File: src/rtl/axil_reg_slave_if.sv
// AXI4-Lite bus bundle for the register slave: AW/W/B write channels and AR/R read channels.
// The slave modport is what axil_reg_slave consumes; master is for drivers and interconnect.
interface axil_reg_slave_if #(
  parameter int ADDR_WIDTH = 4,
  parameter int DATA_WIDTH = 32
);
  logic [ADDR_WIDTH-1:0]   awaddr;
  logic                    awvalid;
  logic                    awready;
  logic [2:0]              awprot;
  logic [DATA_WIDTH-1:0]   wdata;
  logic [DATA_WIDTH/8-1:0] wstrb;
  logic                    wvalid;
  logic                    wready;
  logic [1:0]              bresp;
  logic                    bvalid;
  logic                    bready;
  logic [ADDR_WIDTH-1:0]   araddr;
  logic                    arvalid;
  logic                    arready;
  logic [2:0]              arprot;
  logic [DATA_WIDTH-1:0]   rdata;
  logic [1:0]              rresp;
  logic                    rvalid;
  logic                    rready;

  modport slave (
    input  awaddr, awvalid, awprot, wdata, wstrb, wvalid, bready,
    input  araddr, arvalid, arprot, rready,
    output awready, wready, bresp, bvalid, arready, rdata, rresp, rvalid
  );

  modport master (
    output awaddr, awvalid, awprot, wdata, wstrb, wvalid, bready,
    output araddr, arvalid, arprot, rready,
    input  awready, wready, bresp, bvalid, arready, rdata, rresp, rvalid
  );
endinterface

File: src/rtl/axil_reg_slave.sv
// AXI4-Lite register file: NUM_REGS word registers with byte strobes, read-only slots fed by
// hw_rd_data, SLVERR on out-of-range or read-only writes, and per-register access pulses.
module axil_reg_slave #(
  parameter int                             DATA_WIDTH  = 32,
  parameter int                             ADDR_WIDTH  = 4,
  parameter int                             NUM_REGS    = 4,
  parameter logic [NUM_REGS-1:0]            RO_MASK     = '0,
  parameter logic [NUM_REGS*DATA_WIDTH-1:0] RESET_VALUE = '0
) (
  input  logic                           clk,
  input  logic                           rst,
  axil_reg_slave_if.slave                bus,
  output logic [NUM_REGS*DATA_WIDTH-1:0] reg_q,
  input  logic [NUM_REGS*DATA_WIDTH-1:0] hw_rd_data,
  output logic [NUM_REGS-1:0]            wr_pulse,
  output logic [NUM_REGS-1:0]            rd_pulse
);
  localparam int STRB_W = DATA_WIDTH / 8;
  localparam int IDX_W  = ADDR_WIDTH - 2;
  localparam logic [1:0] RESP_OKAY   = 2'b00;
  localparam logic [1:0] RESP_SLVERR = 2'b10;

  typedef enum logic { W_IDLE, W_RESP } w_state_t;
  typedef enum logic { R_IDLE, R_RESP } r_state_t;

  w_state_t w_state_reg, w_state_next;
  r_state_t r_state_reg, r_state_next;

  logic                  aw_done_reg, w_done_reg;
  logic [ADDR_WIDTH-1:0] awaddr_reg;
  logic [DATA_WIDTH-1:0] wdata_reg;
  logic [STRB_W-1:0]     wstrb_reg;
  logic [1:0]            bresp_reg;
  logic [NUM_REGS-1:0]   wr_pulse_reg;

  logic [DATA_WIDTH-1:0] rdata_reg;
  logic [1:0]            rresp_reg;
  logic [NUM_REGS-1:0]   rd_pulse_reg;

  logic                  aw_hs, w_hs, ar_hs, w_commit;
  logic [ADDR_WIDTH-1:0] w_addr_eff;
  logic [DATA_WIDTH-1:0] w_data_eff;
  logic [STRB_W-1:0]     w_strb_eff;
  logic [IDX_W-1:0]      w_idx, ar_idx;
  logic                  w_ok, r_ok;
  logic [DATA_WIDTH-1:0] r_mux;
  logic [NUM_REGS-1:0]   wr_sel, rd_sel;
  logic                  unused_bits;

  assign aw_hs  = bus.awvalid && bus.awready;
  assign w_hs   = bus.wvalid && bus.wready;
  assign ar_hs  = bus.arvalid && bus.arready;

  // A handshake completing this cycle bypasses its capture register so the commit is not delayed.
  assign w_addr_eff = aw_done_reg ? awaddr_reg : bus.awaddr;
  assign w_data_eff = w_done_reg  ? wdata_reg  : bus.wdata;
  assign w_strb_eff = w_done_reg  ? wstrb_reg  : bus.wstrb;
  assign w_idx      = w_addr_eff[ADDR_WIDTH-1:2];
  assign ar_idx     = bus.araddr[ADDR_WIDTH-1:2];
  assign w_commit   = (w_state_reg == W_IDLE) && (w_state_next == W_RESP);

  assign unused_bits = ^{bus.awprot, bus.arprot, w_addr_eff[1:0], bus.araddr[1:0]};

  // Write FSM: state register, next state, outputs.
  always_ff @(posedge clk or posedge rst) begin
    if (rst) w_state_reg <= W_IDLE;
    else     w_state_reg <= w_state_next;
  end

  always_comb begin
    w_state_next = w_state_reg;
    case (w_state_reg)
      W_IDLE: if ((aw_done_reg || aw_hs) && (w_done_reg || w_hs)) w_state_next = W_RESP;
      W_RESP: if (bus.bready) w_state_next = W_IDLE;
      default: w_state_next = W_IDLE;
    endcase
  end

  always_comb begin
    bus.awready = 1'b0;
    bus.wready  = 1'b0;
    bus.bvalid  = 1'b0;
    case (w_state_reg)
      W_IDLE: begin
        bus.awready = !aw_done_reg;
        bus.wready  = !w_done_reg;
      end
      W_RESP:  bus.bvalid = 1'b1;
      default: ;
    endcase
  end

  // Read FSM: state register, next state, outputs.
  always_ff @(posedge clk or posedge rst) begin
    if (rst) r_state_reg <= R_IDLE;
    else     r_state_reg <= r_state_next;
  end

  always_comb begin
    r_state_next = r_state_reg;
    case (r_state_reg)
      R_IDLE:  if (ar_hs) r_state_next = R_RESP;
      R_RESP:  if (bus.rready) r_state_next = R_IDLE;
      default: r_state_next = R_IDLE;
    endcase
  end

  always_comb begin
    bus.arready = (r_state_reg == R_IDLE);
    bus.rvalid  = (r_state_reg == R_RESP);
  end

  // Index decode for both channels; unmatched indices stay invalid.
  always_comb begin
    w_ok  = 1'b0;
    r_ok  = 1'b0;
    r_mux = '0;
    for (int i = 0; i < NUM_REGS; i++) begin
      if (w_idx == IDX_W'(i) && !RO_MASK[i]) w_ok = 1'b1;
      if (ar_idx == IDX_W'(i)) begin
        r_ok  = 1'b1;
        r_mux = RO_MASK[i] ? hw_rd_data[i*DATA_WIDTH +: DATA_WIDTH]
                           : reg_q[i*DATA_WIDTH +: DATA_WIDTH];
      end
    end
  end

  always_ff @(posedge clk or posedge rst) begin
    if (rst) begin
      aw_done_reg  <= 1'b0;
      w_done_reg   <= 1'b0;
      awaddr_reg   <= '0;
      wdata_reg    <= '0;
      wstrb_reg    <= '0;
      bresp_reg    <= RESP_OKAY;
      wr_pulse_reg <= '0;
    end else begin
      if (aw_hs) awaddr_reg <= bus.awaddr;
      if (w_hs) begin
        wdata_reg <= bus.wdata;
        wstrb_reg <= bus.wstrb;
      end
      aw_done_reg  <= w_commit ? 1'b0 : (aw_done_reg || aw_hs);
      w_done_reg   <= w_commit ? 1'b0 : (w_done_reg || w_hs);
      wr_pulse_reg <= wr_sel;
      if (w_commit) bresp_reg <= w_ok ? RESP_OKAY : RESP_SLVERR;
    end
  end

  // Read data is sampled at the AR handshake, before any same-edge write lands.
  always_ff @(posedge clk or posedge rst) begin
    if (rst) begin
      rdata_reg    <= '0;
      rresp_reg    <= RESP_OKAY;
      rd_pulse_reg <= '0;
    end else begin
      rd_pulse_reg <= rd_sel;
      if (ar_hs) begin
        rdata_reg <= r_ok ? r_mux : '0;
        rresp_reg <= r_ok ? RESP_OKAY : RESP_SLVERR;
      end
    end
  end

  genvar gi;
  generate
    for (gi = 0; gi < NUM_REGS; gi++) begin : g_reg
      logic [DATA_WIDTH-1:0] q_reg;

      assign wr_sel[gi] = w_commit && !RO_MASK[gi] && (w_idx == IDX_W'(gi));
      assign rd_sel[gi] = ar_hs && (ar_idx == IDX_W'(gi));
      assign reg_q[gi*DATA_WIDTH +: DATA_WIDTH] = q_reg;

      always_ff @(posedge clk or posedge rst) begin
        if (rst) begin
          q_reg <= RESET_VALUE[gi*DATA_WIDTH +: DATA_WIDTH];
        end else if (wr_sel[gi]) begin
          for (int b = 0; b < STRB_W; b++) begin
            if (w_strb_eff[b]) q_reg[b*8 +: 8] <= w_data_eff[b*8 +: 8];
          end
        end
      end
    end
  endgenerate

  assign bus.bresp = bresp_reg;
  assign bus.rdata = rdata_reg;
  assign bus.rresp = rresp_reg;
  assign wr_pulse  = wr_pulse_reg;
  assign rd_pulse  = rd_pulse_reg;
endmodule

File: src/flat_wrapper.sv
// flat-port wrapper written by rule: the top's interface ports become plain ports
module axil_reg_slave_flat 
#(
  parameter int                             DATA_WIDTH  = 32,
  parameter int                             ADDR_WIDTH  = 4,
  parameter int                             NUM_REGS    = 4,
  parameter logic [NUM_REGS-1:0]            RO_MASK     = '0,
  parameter logic [NUM_REGS*DATA_WIDTH-1:0] RESET_VALUE = '0
)
  (clk, rst, reg_q, hw_rd_data, wr_pulse, rd_pulse, bus_awaddr, bus_awvalid, bus_awprot, bus_wdata, bus_wstrb, bus_wvalid, bus_bready, bus_araddr, bus_arvalid, bus_arprot, bus_rready, bus_awready, bus_wready, bus_bresp, bus_bvalid, bus_arready, bus_rdata, bus_rresp, bus_rvalid);
  axil_reg_slave_if #(.ADDR_WIDTH(ADDR_WIDTH), .DATA_WIDTH(DATA_WIDTH)) bus_i ();
  input  logic clk;
  input  logic rst;
  output logic [NUM_REGS*DATA_WIDTH-1:0] reg_q;
  input  logic [NUM_REGS*DATA_WIDTH-1:0] hw_rd_data;
  output logic [NUM_REGS-1:0] wr_pulse;
  output logic [NUM_REGS-1:0] rd_pulse;
  input wire logic [$bits(bus_i.awaddr)-1:0] bus_awaddr;
  input wire logic [$bits(bus_i.awvalid)-1:0] bus_awvalid;
  input wire logic [$bits(bus_i.awprot)-1:0] bus_awprot;
  input wire logic [$bits(bus_i.wdata)-1:0] bus_wdata;
  input wire logic [$bits(bus_i.wstrb)-1:0] bus_wstrb;
  input wire logic [$bits(bus_i.wvalid)-1:0] bus_wvalid;
  input wire logic [$bits(bus_i.bready)-1:0] bus_bready;
  input wire logic [$bits(bus_i.araddr)-1:0] bus_araddr;
  input wire logic [$bits(bus_i.arvalid)-1:0] bus_arvalid;
  input wire logic [$bits(bus_i.arprot)-1:0] bus_arprot;
  input wire logic [$bits(bus_i.rready)-1:0] bus_rready;
  output wire logic [$bits(bus_i.awready)-1:0] bus_awready;
  output wire logic [$bits(bus_i.wready)-1:0] bus_wready;
  output wire logic [$bits(bus_i.bresp)-1:0] bus_bresp;
  output wire logic [$bits(bus_i.bvalid)-1:0] bus_bvalid;
  output wire logic [$bits(bus_i.arready)-1:0] bus_arready;
  output wire logic [$bits(bus_i.rdata)-1:0] bus_rdata;
  output wire logic [$bits(bus_i.rresp)-1:0] bus_rresp;
  output wire logic [$bits(bus_i.rvalid)-1:0] bus_rvalid;
  assign bus_i.awaddr = bus_awaddr;
  assign bus_i.awvalid = bus_awvalid;
  assign bus_i.awprot = bus_awprot;
  assign bus_i.wdata = bus_wdata;
  assign bus_i.wstrb = bus_wstrb;
  assign bus_i.wvalid = bus_wvalid;
  assign bus_i.bready = bus_bready;
  assign bus_i.araddr = bus_araddr;
  assign bus_i.arvalid = bus_arvalid;
  assign bus_i.arprot = bus_arprot;
  assign bus_i.rready = bus_rready;
  assign bus_awready = bus_i.awready;
  assign bus_wready = bus_i.wready;
  assign bus_bresp = bus_i.bresp;
  assign bus_bvalid = bus_i.bvalid;
  assign bus_arready = bus_i.arready;
  assign bus_rdata = bus_i.rdata;
  assign bus_rresp = bus_i.rresp;
  assign bus_rvalid = bus_i.rvalid;
  axil_reg_slave #(.DATA_WIDTH(DATA_WIDTH), .ADDR_WIDTH(ADDR_WIDTH), .NUM_REGS(NUM_REGS), .RO_MASK(RO_MASK), .RESET_VALUE(RESET_VALUE)) u_core (.clk(clk), .rst(rst), .bus(bus_i), .reg_q(reg_q), .hw_rd_data(hw_rd_data), .wr_pulse(wr_pulse), .rd_pulse(rd_pulse));
endmodule
File: config.mk
export PLATFORM = sky130hd
export DESIGN_NAME = axil_reg_slave_flat
export DESIGN_NICKNAME = d
export VERILOG_FILES = /design/src/rtl/axil_reg_slave_if.sv /design/src/rtl/axil_reg_slave.sv /design/src/flat_wrapper.sv
export SDC_FILE = /design/constraint.sdc
export NUM_CORES = 1
export LEC_CHECK = 0
export CORE_MARGIN = 4
export CORE_UTILIZATION = 48
export DETAILED_ROUTE_END_ITERATION = 10
export PLACE_DENSITY = 0.86
export SLEW_MARGIN = 10
export SYNTH_ARGS = -nofsm -noshare
export SYNTH_HDL_FRONTEND = slang
export SYNTH_SLANG_ARGS = --single-unit
File: constraint.sdc
create_clock -name clk -period 15.2 [get_ports clk]
set_input_delay 2.28 -clock clk [delete_from_list [all_inputs] [get_ports clk]]
set_output_delay 2.28 -clock clk [all_outputs]
set_load 0.02 [all_outputs]
==> run summary, run 1 <==
DRC Markers: 0
Total track usage: 23.4%
CTS resizes: 0
Synth Warn #: 0
Endpoints failing hold: 0
Sequential area share after synthesis: 56.0%
Worst Setup EP: u_core.bus.rdata[3]
Port bufs: 221
Unrepaired setup endpoints after global routing: no
GRT met3 Usage: 6.52%
HPWL after DPL: 17000 um
IR drop worst, VDD: 0.172 mV
Crit start category: input pin
Vias/cell: 5.63
Layer with the highest usage: met2
Slew headroom: 20.2%
Iter 0 DRT Violations: 244
Layout cells sized above 1: 33.4%
H-tree levels: 1
Area grow syn2layout: 34.2%
Cell Area, Synth: 9470 um2
Diode count: 0
Routed vias: 6378
Crit. Startpoint: bus_araddr[2]
Row count: 51
Worst-Margin Slew: 1190 ps
Leak pwr: 5.15 nW
CTS clock-pin slew for the worst setup and hold paths: 60 ps
Max Clock Skew: 16.0 ps
Clock sink total: 212
Final core occ: 65.3%
First-pass GRT wire length: 40500 um
Post-CTS Hold Fix Bufs: 0
# Max-Cap Violations: 0
Final-stage net count: 1037
Largest register FFs: 128
Ports: 362
Reg-to-reg endpoint: u_core.g_reg[1].q_reg[20]
Met1 usage: 32.8%
Setup TNS: 0 ps
Drt total wl: 25700 um
Final Max Tran Viols: 0
Root buf cell: clkbuf_16
Worst skew pair latency: 500 ps
Min Clock Period, post-route: 4860 ps
Vias in the first global route: 6887
Worst-path fanout max: 38
Flops & latches, synth: 212
Global Route met2 Usage: 37.2%
Crit share post-route: 32.0%
GPL Wtd Cong: 0.804
R2r startpoint: u_core.w_done_reg
Pin count of the biggest net entering global routing: 95
Status: finished, final reports clean
P per Cell Area: 234 nW/um2
Commonest non-fill, non-tap cell in the layout: clkdlybuf4s50_1
Tot Pwr: 0.00298 W
Initial Utilization: 48.7%
DR WL/cell: 22.7 um
Hold_sp: u_core.bus.rdata[30]
Final count of negative-setup-slack endpoints: 0
Die H: 148 um
Hold Crit Class: reg -> reg
CTS Buf Count: 23
R2R depth: 4
DRT Pass-1 Iters: 4
Core area: 19500 um2
Post-CTS setup buffer count: 0
Post-Synthesis Cells: 638
Most frequent cells in the layout: 219 x clkdlybuf4s50_1, 211 x dfrtp_1, 206 x mux2_2
CTS tree: done
Kind of critical path: in -> reg
Grt ovf: 0
Setup crit end kind: flip-flop
Fmax: 206 MHz
Synth Area per Inst: 14.8 um2
Die outline area: 22000 um2
Count of different cell masters after synthesis: 35
Chip Width: 148 um
CTS max path bufs: 3
Data required, critical path: 15600 ps
R2R setup slack: 12360 ps
Initial antenna violation count: 0
Critical path arrival: 5260 ps
Final ANT Viol Nets: 0
area by class of cell:
| class | count | area (um2) |
|---|---|---|
| fillers | 1401 | 6760 |
| inverters | 4 | 22.5 |
| clock inverters | 15 | 215 |
| well taps | 265 | 332 |
| clock buffers | 26 | 617 |
| repair buffers | 228 | 2250 |
| multi-input cells | 383 | 3960 |
| flip-flops and latches | 212 | 5310 |
routing by layer:
layer  routed length, um  part of all wire [%]
met1               11100                    43
met2               11900                    46
met3                2360                   9.2
met4                 329                   1.3
met5                   0                     0
metrics by stage:
stage	worst slack, ps	instances	instance area, um2	hold slack, ps
floorplan	7130	639	9470	475
global placement	9960	1092	11900	462
detailed placement	9830	1092	11900	470
CTS	10330	1133	12700	484
global route	10170	1133	12700	513
finish	10340	1133	12700	479
cell usage after synthesis:
library cell	number	area share [%]
nor3b_1	1	0.079
a21oi_1	20	1.1
or3b_1	3	0.28
clkbuf_1	22	0.87
dfrtp_1	212	56
a2bb2oi_1	14	1.3
nor2_1	3	0.12
buf_4	3	0.24
o21ai_0	16	0.85
o21a_1	2	0.16
buf_1	3	0.12
nand3_1	1	0.053
mux2_4	8	1.3
a2111oi_4	16	4.7
or3_1	1	0.066
nor2b_1	4	0.26
conb_1	1	0.040
nand3b_1	2	0.16
mux2_2	206	24
mux2i_1	18	1.9
nand2_1	7	0.28
a22oi_1	14	1.1
o21bai_1	1	0.079
nand2b_1	2	0.13
buf_6	6	0.71
nor3_1	1	0.053
inv_1	4	0.16
o22ai_1	32	2.1
nand4b_1	1	0.092
or2_2	1	0.066
mux4_2	2	0.48
and2_1	3	0.20
buf_2	6	0.32
nand3b_2	1	0.12
nor2_4	1	0.12
cell families (layout without fill, tap and decap cells):
family	Yosys count	in the layout	share of synthesized area [%]
and+or+nand+nor	32	32	2.07
buffers and inverters	44	273	2.42
other	1	2	0.0396
AOI/OAI and AO/OA	115	115	11.3
DFF	212	212	56.0
muxes	234	234	28.1
worst max-delay path, stage by stage:
cell	delay, ps
buf_2	80
buf_4	540
nand4b_1	1060
inv_1	980
a22oi_1	150
o21ai_0	140
worst min-delay path by stage:
stage	end	slack, ps	cells after the start
global placement	u_core.bus.rdata[30]	460	2
floorplan	u_core.wdata_reg[0]	470	1
finish	u_core.bus.rdata[30]	480	2
CTS	u_core.bus.rdata[30]	480	2
global route	u_core.bus.rdata[30]	510	2
detailed placement	u_core.bus.rresp[1]	470	1
power by group:
| group | switching (W) | total (W) | internal (W) |
|---|---|---|---|
| sequential | 0.000200 | 0.00102 | 0.000824 |
| clock | 0.000228 | 0.000605 | 0.000377 |
| combinational | 0.000656 | 0.00135 | 0.000690 |
| total | 0.00108 | 0.00298 | 0.00189 |
(Power assumes the default switching activity.)
==> run 2: changes to the inputs <==
--- a/config.mk
+++ b/config.mk
@@ -6,9 +6,9 @@
 export NUM_CORES = 1
 export LEC_CHECK = 0
 export CORE_MARGIN = 4
-export CORE_UTILIZATION = 48
+export CORE_UTILIZATION = 44
 export DETAILED_ROUTE_END_ITERATION = 10
-export PLACE_DENSITY = 0.86
+export PLACE_DENSITY = 0.8
 export SLEW_MARGIN = 10
 export SYNTH_ARGS = -nofsm -noshare
 export SYNTH_HDL_FRONTEND = slang
==> constraint.sdc (replaced) <==
create_clock -name clk -period 4.7 [get_ports clk]
set_input_delay 0.705 -clock clk [delete_from_list [all_inputs] [get_ports clk]]
set_output_delay 0.705 -clock clk [all_outputs]
set_load 0.02 [all_outputs]
==> run 2 against run 1 <==
Net effect: global-route usage shrank 1.7 points; clock power grew to 2.9 times the previous value; first-iteration DRC count up 0.82%; sequential share of layout area grew 0.14 points; cell area fell by 0.34%; flip-flop and latch count is the same; die area is 8.6% higher; setup slack got worse by 8500 ps; non-clock buffer count up 3; clock skew fell by 2.5 ps; cell count increased by 1.1%; via count grew 0.44%; highest routed layer is now met5.
==> run summary, run 2 (synthesis results as in run 1) <==
Status: finished, final reports clean
Vias in the first global route: 7011
Core area: 21100 um2
CTS resizes: 0
Die outline area: 23900 um2
Crit. Startpoint: u_core.w_done_reg
R2r startpoint: u_core.w_done_reg
DR WL/cell: 22.9 um
CTS max path bufs: 3
Vias/cell: 5.59
Area grow syn2layout: 33.7%
CTS Buf Count: 23
Slew headroom: 32.8%
Diode count: 0
Data required, critical path: 5080 ps
Critical path arrival: 3270 ps
Clock sink total: 212
GPL Wtd Cong: 0.783
Worst-Margin Slew: 1000 ps
Final ANT Viol Nets: 0
DRC Markers: 0
CTS tree: done
R2R depth: 4
First-pass GRT wire length: 41200 um
Crit start category: flip-flop
Worst Setup EP: u_core.g_reg[3].q_reg[21]
Leak pwr: 5.14 nW
Max Clock Skew: 13.5 ps
Total track usage: 21.7%
IR drop worst, VDD: 0.393 mV
Ports: 362
HPWL after DPL: 17500 um
Endpoints failing hold: 0
Grt ovf: 0
Switching share of total power: 36.8%
Routed vias: 6406
Kind of critical path: reg -> reg
Commonest non-fill, non-tap cell in the layout: clkdlybuf4s50_1
Iter 0 DRT Violations: 246
Root buf cell: clkbuf_16
DRT Pass-1 Iters: 4
Power share of the combinational group: 45.9%
Filler cell count: 1680
Pint: 0.00594 W
Initial Utilization: 44.9%
Port bufs: 221
Hold Crit Class: reg -> reg
Power share of the clock group: 18.6%
Placement Setup Slack: 1390 ps
Reg-to-reg endpoint: u_core.g_reg[3].q_reg[21]
Min Clock Period, post-route: 2880 ps
Largest register FFs: 128
Initial antenna violation count: 2
Most frequent cells in the layout: 219 x clkdlybuf4s50_1, 211 x dfrtp_1, 206 x mux2_2
Setup TNS: 0 ps
Layout cells sized above 1: 32.9%
Pin count of the biggest net entering global routing: 91
Setup WS post-layout: 1820 ps
Final-stage net count: 1040
P per Cell Area: 742 nW/um2
Worst-path fanout max: 21
CTS clock-pin slew for the worst setup and hold paths: 60 ps
Post-CTS Hold Fix Bufs: 0
H-tree levels: 1
Die H: 155 um
Fmax: 347 MHz
Worst skew pair latency: 500 ps
Net Sw Power: 0.00346 W
Flop pwr share: 35.5%
Chip Width: 155 um
Post-CTS setup buffer count: 0
Final Max Tran Viols: 0
Drt total wl: 26200 um
Row count: 53
# Max-Cap Violations: 0
Crit share post-route: 61.4%
Setup crit end kind: flip-flop
R2R setup slack: 1820 ps
Unrepaired setup endpoints after global routing: no
Final count of negative-setup-slack endpoints: 0
run 2: cell count changes in the layout (fill, tap and decap cells not counted):
cell | before | now
buf_12 | 0 | 2
buf_4 | 7 | 8
bufinv_16 | 5 | 1
clkbuf_1 | 0 | 6
clkbuf_8 | 3 | 5
clkinv_2 | 4 | 2
clkinv_4 | 0 | 1
clkinvlp_4 | 6 | 2
inv_6 | 0 | 1
inv_8 | 1 | 0
run 2: worst max-delay path, stage by stage, from the launching register on:
cell and delay, ps:
dfrtp_2 750, buf_4 480, mux2i_1 360, a2111oi_4 760, mux2_2 410
run 2: area by class of cell:
cell class                 instances  area (um2)  area share [%]
sequential                       212        5310            41.9
multi-input combinational        383        3960            31.3
timing repair buffer             231        2300            18.2
clock buffer                      34         667            5.27
tap                              275         344            2.72
clock inverter                     6        65.1           0.514
inverter                           4        18.8           0.148
run 2: worst min-delay path by stage:
stage	to	startpoint	depth (start not counted)
after global placement	u_core.bus.rresp[1]	u_core.bus.rresp[1]	1
final	u_core.bus.rdata[30]	u_core.bus.rdata[30]	2
after CTS	u_core.bus.rdata[30]	u_core.bus.rdata[30]	2
after global routing	u_core.bus.bresp[1]	u_core.bus.bresp[1]	1
after floorplan	u_core.wdata_reg[0]	u_core.wdata_reg[0]	1
after detailed placement	u_core.bus.bresp[1]	u_core.bus.bresp[1]	1
run 2: power groups by stage:
stage | logic [W] | clock network [W] | registers [W]
floorplan | 0.00176 | 0 | 0.00398
global placement | 0.00426 | 0 | 0.00331
detailed placement | 0.00434 | 0 | 0.00335
CTS | 0.00435 | 0.00180 | 0.00333
global route | 0.00458 | 0.00187 | 0.00346
finish | 0.00431 | 0.00175 | 0.00333
run 2: per-stage QoR:
stage	util, %	power, W	hold WS, ps	instances	instance area [um2]
2_1_floorplan	-	0.00574	475	639	9480
6_report	60.1	0.00940	481	1145	12700
3_3_place_gp	56.6	0.00757	470	1105	11900
4_1_cts	60.1	0.00948	485	1145	12700
3_5_place_dp	56.6	0.00768	471	1105	11900
5_1_grt	60.1	0.00990	509	1145	12700
run 2: per-layer routing:
metal  up-vias  wire length, um  part of all wire (%)  global-route usage, %
li1       2826                -                     -                      -
met1      3302            11300                    43                   29.5
met2       237            12200                    46                   34.6
met3        37             2290                   8.7                   6.72
met4         4              395                   1.5                   4.84
met5         -               21                 0.080                      0
==> run 3: changes to the inputs <==
==> constraint.sdc (replaced) <==
create_clock -name clk -period 2.7 [get_ports clk]
set_input_delay 0.405 -clock clk [delete_from_list [all_inputs] [get_ports clk]]
set_output_delay 0.405 -clock clk [all_outputs]
set_load 0.02 [all_outputs]
==> run 3 against run 2 <==
Net effect: sequential power rose by 74%; first-iteration DRC count up 23%; clock power grew 72%; largest power group unchanged; critical path type is now reg -> out; die area unchanged; combinational power grew 78%.
==> run summary, run 3 (synthesis results as in run 1) <==
Grt ovf: 0
Layer with the highest usage: met2
Global Route met2 Usage: 36.3%
Unrepaired setup endpoints after global routing: no
Chip Width: 155 um
Most frequent cells in the layout: 219 x clkdlybuf4s50_1, 211 x dfrtp_1, 206 x mux2_2
CTS clock-pin slew for the worst setup and hold paths: 60 ps
Leak pwr: 5.34 nW
Filler cell count: 1632
IR drop worst, VDD: 0.784 mV
Tot Pwr: 0.0165 W
Status: finished, final reports clean
Min Clock Period, post-route: 2370 ps
Met1 usage: 29.0%
Largest register FFs: 128
Row count: 53
Max Clock Skew: 10.0 ps
Clock sink total: 212
DRC Markers: 0
Port bufs: 221
Post-CTS setup buffer count: 0
Critical-path top delay cell: clkdlybuf4s50_1
Final ANT Viol Nets: 0
Critical path arrival: 1960 ps
Initial antenna violation count: 1
Worst skew pair latency: 500 ps
Initial Utilization: 44.9%
Endpoints failing hold: 0
Fmax: 422 MHz
Root buf cell: clkbuf_16
DR WL/cell: 22.6 um
Final Non-Filler Cells: 1176
Kind of critical path: reg -> out
CTS max path bufs: 3
Die H: 155 um
CTS resizes: 0
Multi-input gate area: 3960 um2
Final core occ: 62.0%
Iter 0 DRT Violations: 302
First-pass GRT wire length: 41700 um
CP cell instances: nor2_1, clkdlybuf4s50_1
# placed instances: 1137
Final hold slack: 348 ps
Final count of negative-setup-slack endpoints: 0
Reg area: 5310 um2
P per Cell Area: 1260 nW/um2
Drt total wl: 26600 um
Diode count: 0
Data required, critical path: 2300 ps
Total track usage: 22.1%
CTS tree: done
Vias/cell: 5.53
GPL Wtd Cong: 0.795
Post-CTS Hold Fix Bufs: 0
Hold Crit Class: in -> reg
GRT met3 Usage: 6.55%
Crit-path max cell delay: 670 ps
Setup crit end kind: output pin
# Max-Cap Violations: 0
Die outline area: 23900 um2
Worst-Margin Slew: 959 ps
H-tree levels: 1
Ports: 362
CTS Buf Count: 23
Routed vias: 6502
Vias in the first global route: 7099
Commonest non-fill, non-tap cell in the layout: clkdlybuf4s50_1
Final Max Tran Viols: 0
Area grow syn2layout: 38.0%
Core area: 21100 um2
Crit start category: flip-flop
HPWL after DPL: 18300 um
Final-stage net count: 1072
Slew headroom: 35.9%
Pin count of the biggest net entering global routing: 41
DRT Pass-1 Iters: 4
Worst-path fanout max: 17
Crit share post-route: 87.7%
Layout cells sized above 1: 35.3%
[run 3: layer usage]
layer | vias to the layer above | part of all wire, %
met5 | - | 0.049
met4 | 2 | 1.8
met3 | 37 | 8.3
met2 | 242 | 48
met1 | 3336 | 42
li1 | 2885 | -
[run 3: area by class of cell]
cell class | count | share of cell area (%)
Multi-Input combinational cell | 383 | 30.3
Clock inverter | 6 | 0.460
Inverter | 4 | 0.144
Clock buffer | 33 | 5.07
Tap cell | 275 | 2.63
Timing Repair Buffer | 263 | 20.8
Sequential cell | 212 | 40.6
[run 3: worst max-delay path: cells and delay by family, from the launching register on]
kind | cells | cell delay, ps
flip-flops | 1 | 590
AND/OR/NAND/NOR | 1 | 200
buffers and inverters | 1 | 670
[run 3: per-stage QoR]
step	cell area, um2	TNS, ps	setup WS [ps]
after floorplan	9480	-97770	-461
after global placement	12300	0	51.3
after detailed placement	12300	0	18.1
after CTS	13100	0	288
after global routing	13100	0	199
final	13100	0	332
[run 3: path summary, 6_finish.rpt]
path / startpoint / endpoint / slack, ps / cells past startpoint
worst max register to register: u_core.aw_done_reg / u_core.g_reg[1].q_reg[26] / 420 / 4
worst max-delay path: u_core.w_done_reg / bus_wready / 330 / 2
worst min-delay path: bus_araddr[2] / u_core.rd_pulse[1] / 350 / 3
worst min register to register: u_core.bus.rdata[30] / u_core.bus.rdata[30] / 480 / 2
max in group asynchronous: rst / u_core.g_reg[3].q_reg[18] / 1650 / 3
min in group asynchronous: rst / u_core.bus.rresp[1] / 380 / 2
[run 3: report_power, final]
group          internal [W]  total, W  switching (W)
registers           0.00464   0.00581        0.00117
clock network       0.00179   0.00301        0.00122
logic               0.00404   0.00769        0.00365
